==> src/rtl/apb_arb_pkg.sv <==
// Shared types and the winner-selection function for the two-requester APB arbiter.
package apb_arb_pkg;

  typedef enum logic [1:0] {IDLE, ISSUE, WAIT, RESP} arb_state_e;

  localparam int unsigned REQ_CPU = 0;
  localparam int unsigned REQ_AUX = 1;

  // Winner among unmasked requests; the caller only uses it when at least one is eligible.
  function automatic logic rr_pick(input logic [1:0] req, input logic [1:0] mask,
                                   input logic last_owner, input logic fixed);
    logic [1:0] w_eff;
    w_eff = req & ~mask;
    if (w_eff == 2'b11) rr_pick = fixed ? 1'(REQ_CPU) : ~last_owner;
    else                rr_pick = w_eff[0] ? 1'(REQ_CPU) : 1'(REQ_AUX);
  endfunction

endpackage

==> src/rtl/apb_bus_arbiter.sv <==
// Shares one APB master command port between two requesters: latch, strobe, wait, respond.
module apb_bus_arbiter
  import apb_arb_pkg::*;
#(
  parameter int unsigned FIXED_PRIO = 0,
  parameter int unsigned AW         = 32,
  parameter int unsigned DW         = 32
) (
  input  logic                 PCLK,
  input  logic                 PRESET,
  input  logic [1:0]           s_req,
  input  logic [1:0]           s_write,
  input  logic [1:0][AW-1:0]   s_addr,
  input  logic [1:0][DW-1:0]   s_wdata,
  output logic [1:0]           s_ready,
  output logic [DW-1:0]        s_rdata,
  output logic                 m_transfer,
  output logic                 m_write,
  output logic [AW-1:0]        m_addr,
  output logic [DW-1:0]        m_wdata,
  input  logic                 m_ready,
  input  logic [DW-1:0]        m_rdata,
  output logic                 grant_id
);

  arb_state_e        r_state,      w_state_nxt;
  logic              r_m_transfer, w_m_transfer_nxt;
  logic              r_m_write,    w_m_write_nxt;
  logic [AW-1:0]     r_m_addr,     w_m_addr_nxt;
  logic [DW-1:0]     r_m_wdata,    w_m_wdata_nxt;
  logic [1:0]        r_s_ready,    w_s_ready_nxt;
  logic [DW-1:0]     r_s_rdata,    w_s_rdata_nxt;
  logic              r_owner,      w_owner_nxt;
  logic              r_last_owner, w_last_owner_nxt;
  logic [1:0]        r_mask,       w_mask_nxt;
  logic              w_win;

  always_ff @(posedge PCLK or posedge PRESET) begin
    if (PRESET) begin
      r_state      <= IDLE;
      r_m_transfer <= 1'b0;
      r_m_write    <= 1'b0;
      r_m_addr     <= '0;
      r_m_wdata    <= '0;
      r_s_ready    <= '0;
      r_s_rdata    <= '0;
      r_owner      <= 1'b0;
      r_last_owner <= 1'b1;
      r_mask       <= '0;
    end else begin
      r_state      <= w_state_nxt;
      r_m_transfer <= w_m_transfer_nxt;
      r_m_write    <= w_m_write_nxt;
      r_m_addr     <= w_m_addr_nxt;
      r_m_wdata    <= w_m_wdata_nxt;
      r_s_ready    <= w_s_ready_nxt;
      r_s_rdata    <= w_s_rdata_nxt;
      r_owner      <= w_owner_nxt;
      r_last_owner <= w_last_owner_nxt;
      r_mask       <= w_mask_nxt;
    end
  end

  // Next-state logic; strobe and ready are computed one cycle ahead so they leave registered.
  always_comb begin
    w_state_nxt      = r_state;
    w_m_transfer_nxt = 1'b0;
    w_m_write_nxt    = r_m_write;
    w_m_addr_nxt     = r_m_addr;
    w_m_wdata_nxt    = r_m_wdata;
    w_s_ready_nxt    = '0;
    w_s_rdata_nxt    = r_s_rdata;
    w_owner_nxt      = r_owner;
    w_last_owner_nxt = r_last_owner;
    w_mask_nxt       = r_mask;
    w_win            = rr_pick(s_req, r_mask, r_last_owner, FIXED_PRIO != 0);
    case (r_state)
      IDLE: begin
        w_mask_nxt = '0;
        if ((s_req & ~r_mask) != 2'b00) begin
          w_m_write_nxt    = s_write[w_win];
          w_m_addr_nxt     = s_addr[w_win];
          w_m_wdata_nxt    = s_wdata[w_win];
          w_owner_nxt      = w_win;
          w_m_transfer_nxt = 1'b1;
          w_state_nxt      = ISSUE;
        end
      end
      ISSUE: w_state_nxt = WAIT;
      WAIT: begin
        if (m_ready) begin
          w_s_rdata_nxt          = m_rdata;
          w_s_ready_nxt[r_owner] = 1'b1;
          w_state_nxt            = RESP;
        end
      end
      RESP: begin
        w_last_owner_nxt    = r_owner;
        w_mask_nxt          = '0;
        w_mask_nxt[r_owner] = 1'b1;
        w_state_nxt         = IDLE;
      end
      default: w_state_nxt = IDLE;
    endcase
  end

  assign s_ready    = r_s_ready;
  assign s_rdata    = r_s_rdata;
  assign m_transfer = r_m_transfer;
  assign m_write    = r_m_write;
  assign m_addr     = r_m_addr;
  assign m_wdata    = r_m_wdata;
  assign grant_id   = r_owner;

endmodule

==> config.mk <==
export PLATFORM = sky130hd
export DESIGN_NAME = apb_bus_arbiter
export DESIGN_NICKNAME = d
export VERILOG_FILES = /design/src/rtl/apb_arb_pkg.sv /design/src/rtl/apb_bus_arbiter.sv
export SDC_FILE = /design/constraint.sdc
export NUM_CORES = 1
export LEC_CHECK = 0
export ABC_AREA = 1
export CORE_MARGIN = 2
export CORE_UTILIZATION = 40
export DETAILED_ROUTE_END_ITERATION = 8
export PLACE_DENSITY = 0.9
export SETUP_SLACK_MARGIN = 0.05
export SLEW_MARGIN = 20
export SYNTH_ARGS = -nofsm -noshare
export SYNTH_HDL_FRONTEND = slang
export SYNTH_SLANG_ARGS = --single-unit
==> constraint.sdc <==
create_clock -name PCLK -period 4.2 [get_ports PCLK]
set_input_delay 0.63 -clock PCLK [delete_from_list [all_inputs] [get_ports PCLK]]
set_output_delay 0.63 -clock PCLK [all_outputs]
set_load 0.1 [all_outputs]
==> impl_metrics.ini, run 1 <==
[run_status]
outcome = finished, final reports clean

[timing]
setup_tns_ns = 0
hold_viol_final = 0
fin_crit_sh_pct = 60.37
max_freq_ghz = 0.3944
finalSetupViolations = 0
whs_ns = 0.4771
finClkSkew_ns = 0.003482
rsz0062_at_grt = no
max_slew.worst_pin.slew_ns = 1.076
fin_crit_ns = 2.536
drv_slew = 0
slew_headroom_pct = 28.01

[setup_path]
cp_slowest_stage_delay_ns = 1.20
r2r-start = r_state[0]$_DFFE_PP0P_
crit_slowest_cell = clkdlybuf4s50_1
setup.worst_path.start = m_wdata[31]$_DFFE_PP0P_
crit_family = buffers and inverters
crit_type = reg -> out
rr_worst_depth = 7
path_buf_inv = 1
cp.arrival_ns = 1.91
crit_end = m_wdata[31]
r2r_slack_ns = 2.06
cp-start-kind = flip-flop
crit_fanout = 2
path_depth = 1
path_cells = clkdlybuf4s50_1
crit_required_ns = 3.57
r2r-end = m_wdata[22]$_DFFE_PP0P_
crit_path_end_kind = output port

[finish]
drive_gt1_share_pct = 6.957
syn2layout_area_growth_pct = 58.32
layout_common_cells = clkdlybuf4s50_1 (267), nand2_1 (202), inv_1 (137)
final_common_cell = clkdlybuf4s50_1
num-fill-cells = 979
antenna_cells = 0
finalNetCount = 1085

[clocking]
htree_levels = 3
insertion_delay_ns = 0.34
hold_buffers = 0
cts_buffers = 9
cts_resized = 0
cts_tree = yes
clkTransAtPathRegs_ns = 0.07
post_cts_buffers = 0
clockBufferDepth = 2
clkSinkCount = 106
cts_root_buf = clkbuf_16

[global_routing]
grt_usage_pct = 22.91
antenna_found_initial = 0
grt_pass1_wl_um = 25860
grt_overflow = 0
grt_max_degree = 82
grt_pass1_vias = 5218

[floorplanning]
dieArea_mm2 = 0.01412
die_h_um = 118.8
core_mm2 = 0.01272
rows = 41
start_util_pct = 41.45
top_level_ports = 268
die_x_um = 118.8

[detailed_routing]
wirelength_um = 16250
drtIter0Drc = 389
drc_errors = 0
top_layer = met4
drt-met1-wl_um = 6299
postRouteAntennaNets = 0
wl_met3_um = 1821
wl_per_cell_um = 14.88
vias = 5230
wl_met2_um = 7818
dr.pass1.iters = 5
vias_per_cell = 4.789

[place]
hpwl_um = 11520
port_buffers = 267
gp_congestion = 0.7994

[hold_path]
hp-class = reg -> reg

[run]
maxCapViolations = 0

[synthesis]
synth.distinct_cells = 17
yosysSeqAreaShare_pct = 50.32
syn_inst = 669
ys_ff_latch = 106
yosys_warnings = 0
synth_area_per_cell_um2 = 7.883
synth_nets = 839
netlist_area_mm2 = 0.005274
[routing by layer]
| layer | up-vias | GRT usage (%) |
|---|---|---|
| li1 | 2510 | - |
| met1 | 2424 | 27.35 |
| met2 | 275 | 38.79 |
| met3 | 21 | 7.615 |
| met4 | 0 | 7.738 |
| met5 | - | 0 |
[synth_stat cells, drive strengths merged]
cell | count | area [µm²]
dfrtp | 105 | 2628
nor2 | 3 | 11.26
ha | 3 | 37.54
clkbuf | 6 | 22.52
nand2 | 205 | 774.5
mux2 | 32 | 360.4
buf | 32 | 168.9
a21oi | 2 | 21.27
inv | 142 | 533.0
nand3 | 133 | 665.6
o21ai | 5 | 25.02
dfstp | 1 | 26.28
[worst min path at each step]
stage / start / to / slack, ns / cells past startpoint
global route: m_wdata[29]$_DFFE_PP0P_ / m_wdata[29]$_DFFE_PP0P_ / 0.49 / 2
global placement: m_addr[15]$_DFFE_PP0P_ / m_addr[15]$_DFFE_PP0P_ / 0.46 / 2
floorplan: r_last_owner$_DFFE_PP1N_ / r_last_owner$_DFFE_PP1N_ / 0.46 / 2
CTS: m_wdata[2]$_DFFE_PP0P_ / m_wdata[2]$_DFFE_PP0P_ / 0.48 / 2
finish: m_addr[30]$_DFFE_PP0P_ / m_addr[30]$_DFFE_PP0P_ / 0.48 / 2
detailed placement: m_wdata[27]$_DFFE_PP0P_ / m_wdata[27]$_DFFE_PP0P_ / 0.47 / 2
[cell type report]
| type | instances | area (µm²) | area share [%] |
|---|---|---|---|
| inverter | 142 | 539.3 | 6.459 |
| tap | 172 | 215.2 | 2.578 |
| clock inverter | 6 | 91.34 | 1.094 |
| sequential | 106 | 2654 | 31.78 |
| multi-input combinational | 383 | 1903 | 22.79 |
| clock buffer | 10 | 229.0 | 2.742 |
| timing repair buffer | 273 | 2718 | 32.55 |
[per-stage QoR]
step | std cells | instance area (µm²) | setup WS [ns] | utilization, %
5_1_grt | 1092 | 8349 | 1.625 | 65.63
6_report | 1092 | 8349 | 1.664 | 65.63
3_3_place_gp | 1076 | 8025 | 1.607 | 63.08
3_5_place_dp | 1076 | 8025 | 1.538 | 63.08
4_1_cts | 1092 | 8346 | 1.639 | 65.60
2_1_floorplan | 669 | 5274 | 0.7828 | -
[cell families (layout without fill, tap and decap cells)]
family                     after synthesis  after routing  synth area share [%]
DFF                                    106            106                 50.32
AOI/OAI and AO/OA                        7              7                0.8777
adders and majority gates                3              3                0.7118
buffers and inverters                  180            431                 13.74
and+or+nand+nor                        341            341                 27.52
muxes                                   32             32                 6.833
[registers in the layout, indices dropped and copies added (netlist names)]
name	cells
s_rdata	32
m_write	1
r_last_owner	1
s_ready	2
m_wdata	32
r_state	2
m_addr	32
grant_id	1
m_transfer	1
r_mask	2
Power of run 1 is left out: the tool's default activity adds up to more than one toggle a clock period on the data nets, which glitch-free logic cannot reach.
==> inputs of run 2 (changes only) <==
--- a/config.mk
+++ b/config.mk
@@ -7,9 +7,9 @@
 export LEC_CHECK = 0
 export ABC_AREA = 1
 export CORE_MARGIN = 2
-export CORE_UTILIZATION = 40
+export CORE_UTILIZATION = 37
 export DETAILED_ROUTE_END_ITERATION = 8
-export PLACE_DENSITY = 0.9
+export PLACE_DENSITY = 0.88
 export SETUP_SLACK_MARGIN = 0.05
 export SLEW_MARGIN = 20
 export SYNTH_ARGS = -nofsm -noshare
==> constraint.sdc (replaced) <==
create_clock -name PCLK -period 2.3 [get_ports PCLK]
set_input_delay 0.345 -clock PCLK [delete_from_list [all_inputs] [get_ports PCLK]]
set_output_delay 0.345 -clock PCLK [all_outputs]
set_load 0.1 [all_outputs]
==> run 2 against run 1 <==
Compared with the run above: register-to-register slack worse by 1.4 ns; wire length rose by 0.81%; clock skew up 0.0077 ns; worst setup slack got worse by 1.0 ns; highest routed layer unchanged; global-route usage down 1.6 points; sequential share of layout area rose by 0.58 points; via count decreased by 0.65%; critical path type is now reg -> reg; critical path depth grew 4; die area grew 7.8%; largest cell class is now sequential cells.
==> impl_metrics.ini, run 2 (synthesis gave the netlist of run 1 again) <==
[setup_path]
r2r_slack_ns = 0.65
crit_type = reg -> reg
rr_worst_depth = 5
crit_fanout = 29
crit_path_end_kind = flip-flop
crit_required_ns = 2.53
r2r-start = r_state[0]$_DFFE_PP0P_
cp-start-kind = flip-flop
cp.arrival_ns = 1.88
r2r-end = s_rdata[29]$_DFFE_PP0P_

[clocking]
post_cts_buffers = 0
clkTransAtPathRegs_ns = 0.08
cts_resized = 0
clkSinkCount = 106
insertion_delay_ns = 0.35
cts_root_buf = clkbuf_16
clockBufferDepth = 2
hold_buffers = 0
cts_tree = yes
htree_levels = 3
cts_buffers = 9

[global_routing]
grt_overflow = 0
grt_max_degree = 69
grt_pass1_wl_um = 25070
antenna_found_initial = 0
grt_usage_pct = 21.35
grt_pass1_vias = 5230

[detailed_routing]
drtIter0Drc = 249
dr.pass1.iters = 4
postRouteAntennaNets = 0
vias_per_cell = 4.698
wirelength_um = 16380
wl_per_cell_um = 14.81
vias = 5196
drc_errors = 0

[floorplanning]
die_h_um = 123.4
start_util_pct = 37.99
core_mm2 = 0.01388
top_level_ports = 268
dieArea_mm2 = 0.01523
die_x_um = 123.4
rows = 43

[finish]
final_common_cell = nand2_1
drive_gt1_share_pct = 18.36
layout_common_cells = nand2_1 (202), clkdlybuf4s50_1 (166), inv_1 (137)
finalNetCount = 1091
antenna_cells = 0
syn2layout_area_growth_pct = 55.47

[run_status]
outcome = finished, final reports clean

[timing]
hold_viol_final = 0
setup_tns_ns = 0
drv_slew = 0
finClkSkew_ns = 0.01117
fin_crit_sh_pct = 71.68
max_slew.worst_pin.slew_ns = 0.4081
finalSetupViolations = 0
fin_crit_ns = 1.649
rsz0062_at_grt = no
slew_headroom_pct = 72.80
max_freq_ghz = 0.6066

[place]
hpwl_um = 12140
port_buffers = 267
gp_congestion = 0.8445

[run]
maxCapViolations = 0

[hold_path]
hp-class = in -> async
==> run 2: worst max-delay path by stage <==
stage | from | endpoint | slack (ns)
3_5_place_dp | s_req[1] | m_wdata[8]$_DFFE_PP0P_ | 0.42
6_report | r_state[0]$_DFFE_PP0P_ | s_rdata[29]$_DFFE_PP0P_ | 0.65
2_1_floorplan | PRESET | grant_id$_DFFE_PP0P_ | 0.68
3_3_place_gp | s_req[1] | m_addr[30]$_DFFE_PP0P_ | 0.46
5_1_grt | r_state[0]$_DFFE_PP0P_ | s_rdata[25]$_DFFE_PP0P_ | 0.53
4_1_cts | r_state[0]$_DFFE_PP0P_ | s_rdata[29]$_DFFE_PP0P_ | 0.64
==> run 2: metal layers <==
layer  GRT usage, %  part of all wire (%)  up-vias
met5              0                     0        -
met2          36.78                    48      256
li1               -                     -     2524
met3          7.472                    11       41
met1          23.39                    38     2375
met4          10.30                   3.3        0
==> run 2: per-stage QoR <==
| step | instance area (µm²) | worst slack (ns) | hold slack [ns] | instances | utilization, % |
|---|---|---|---|---|---|
| after global routing | 8199 | 0.5333 | 0.3313 | 1106 | 59.07 |
| final | 8199 | 0.6514 | 0.3236 | 1106 | 59.07 |
| after floorplan | 5278 | 0.6823 | 0.4590 | 669 | - |
| after CTS | 8199 | 0.6388 | 0.3169 | 1106 | 59.07 |
| after detailed placement | 7904 | 0.4245 | 0.4673 | 1090 | 56.94 |
| after global placement | 7904 | 0.4576 | 0.4628 | 1090 | 56.94 |
==> run 2: layout make-up <==
cell class	count	area, µm²
clock buffer	11	232.7
inverter	142	536.8
sequential	106	2654
fill	1188	5682
multi-input combinational	383	1903
timing repair buffer	279	2585
tap	180	225.2
clock inverter	5	62.56
==> run 2: critical path, cell delays in order (launching register included) <==
cell and delay [ns]:
dfrtp_1 0.36, inv_1 0.08, ha_1 0.22, nand2_1 0.25, buf_12 0.25, mux2_2 0.36
Power of run 2 is left out for the same reason.
==> inputs of run 3 (changes only) <==
--- a/config.mk
+++ b/config.mk
@@ -7,9 +7,9 @@
 export LEC_CHECK = 0
 export ABC_AREA = 1
 export CORE_MARGIN = 2
-export CORE_UTILIZATION = 37
+export CORE_UTILIZATION = 40
 export DETAILED_ROUTE_END_ITERATION = 8
-export PLACE_DENSITY = 0.88
+export PLACE_DENSITY = 0.9
 export SETUP_SLACK_MARGIN = 0.05
 export SLEW_MARGIN = 20
 export SYNTH_ARGS = -nofsm -noshare
==> constraint.sdc (replaced) <==
create_clock -name PCLK -period 1.7 [get_ports PCLK]
set_input_delay 0.255 -clock PCLK [delete_from_list [all_inputs] [get_ports PCLK]]
set_output_delay 0.255 -clock PCLK [all_outputs]
set_load 0.1 [all_outputs]
==> run 3 against run 2 <==
Compared with the run above: fmax increased by 3.9%; final cell count about the same; utilization increased by 16 points; clock skew decreased by 0.0031 ns.
==> impl_metrics.ini, run 3 (synthesis gave the netlist of run 1 again) <==
[timing]
rsz0062_at_grt = no
hold_viol_final = 0
drv_slew = 0
slew_headroom_pct = 72.09
max_freq_ghz = 0.6301
finClkSkew_ns = 0.008115
fin_crit_sh_pct = 93.36
fin_crit_ns = 1.587
setup_tns_ns = 0
max_slew.worst_pin.slew_ns = 0.4178
finalSetupViolations = 0

[run_status]
outcome = finished, final reports clean

[clocking]
hold_buffers = 0
htree_levels = 3
cts_tree = yes
insertion_delay_ns = 0.35
cts_root_buf = clkbuf_16
clkTransAtPathRegs_ns = 0.07
cts_buffers = 9
clockBufferDepth = 2
clkSinkCount = 106

[floorplanning]
die_h_um = 118.8
rows = 41
core_mm2 = 0.01272
start_util_pct = 41.45
die_x_um = 118.8
top_level_ports = 268
dieArea_mm2 = 0.01412

[setup_path]
cp-start-kind = flip-flop
r2r_slack_ns = 0.11
cp.arrival_ns = 1.80
crit_type = reg -> reg
path_cells = inv_1, ha_2, inv_1, a21oi_4, inv_2, buf_12, nand2_1, nand2_1
cp_slowest_stage_delay_ns = 0.42
crit_slowest_cell = dfrtp_1
crit_required_ns = 1.91
crit_fanout = 50
crit_path_end_kind = flip-flop

[finish]
layout_common_cells = nand2_1 (202), clkdlybuf4s50_1 (166), inv_1 (136)
syn2layout_area_growth_pct = 81.52
fin_util_pct = 75.25
design_area_mm2 = 0.009573
drive_gt1_share_pct = 19.29
final_common_cell = nand2_1
final-instance-count-excl-fill = 1105
num-fill-cells = 819
finalNetCount = 1098
antenna_cells = 0

[place]
gp_congestion = 0.8377
placed_cells = 1085
dpl_cell_area_mm2 = 0.009230
port_buffers = 267
hpwl_um = 14270

[detailed_routing]
wl_per_cell_um = 17.26
vias = 5494
drtIter0Drc = 380
vias_per_cell = 4.972
dr.pass1.iters = 5
wirelength_um = 19070
drc_errors = 0
postRouteAntennaNets = 0

[global_routing]
antenna_found_initial = 0
grt_max_degree = 66
grt_overflow = 0
grt_pass1_wl_um = 30280
grt_usage_pct = 27.29
grt_pass1_vias = 5884

[hold_path]
hp-class = in -> async

[run]
maxCapViolations = 0
## run 3: cell types whose count changed in the layout (fill, tap and decap cells not counted), moves of 2 or more
cell and delta:
buf_12 +105, clkinv_4 +2, clkinv_2 +2, buf_4 -100
## run 3: per-stage QoR
stage	hold WS (ns)	setup WS, ns
after floorplan	0.4056	0.1723
after global placement	0.4865	0.05321
after detailed placement	0.5254	-0.06043
after CTS	0.2590	0.05179
after global routing	0.2944	0.04833
final	0.2641	0.1129
## run 3: routing by layer
metal,global-route usage (%),wire [µm]
met2,47.84,9668
met3,9.243,2001
met1,30.14,6817
met4,11.46,580
met5,0,0
## run 3: repair_timing
action / in CTS / in global routing
gates resized for setup: 0 / 3
pin swaps: 0 / 0
setup endpoints to repair: 1 / 53
buffers inserted: 0 / 2
cloned: 1 / 1
## run 3: critical path: cells and delay by family, from the launching register on
kind            cells  cell delay (ns)
flops               1             0.42
buf+inv             4             0.42
fa+ha+maj           1             0.20
compound gates      1             0.19
simple gates        2             0.19
## run 3: path summary, 6_finish.rpt
kind / start / cells after the start / end
max: r_state[1]$_DFFE_PP0P_ / 8 / m_addr[29]$_DFFE_PP0P_
min: PRESET / 2 / s_rdata[15]$_DFFE_PP0P_
max reg2reg: r_state[1]$_DFFE_PP0P_ / 8 / m_addr[29]$_DFFE_PP0P_
min reg2reg: r_last_owner$_DFFE_PP1N_ / 2 / r_last_owner$_DFFE_PP1N_
max in group asynchronous: PRESET / 3 / m_wdata[22]$_DFFE_PP0P_
min in group PCLK: m_rdata[9] / 2 / s_rdata[9]$_DFFE_PP0P_
## run 3: area by class of cell
class | count | area, µm² | area share [%]
Clock buffer | 10 | 229.0 | 2.392
Clock inverter | 6 | 43.79 | 0.4575
Inverter | 142 | 536.8 | 5.607
Multi-Input combinational cell | 383 | 1906 | 19.91
Sequential cell | 106 | 2654 | 27.72
Tap cell | 172 | 215.2 | 2.248
Timing Repair Buffer | 286 | 3989 | 41.67
Power of run 3 is left out for the same reason.
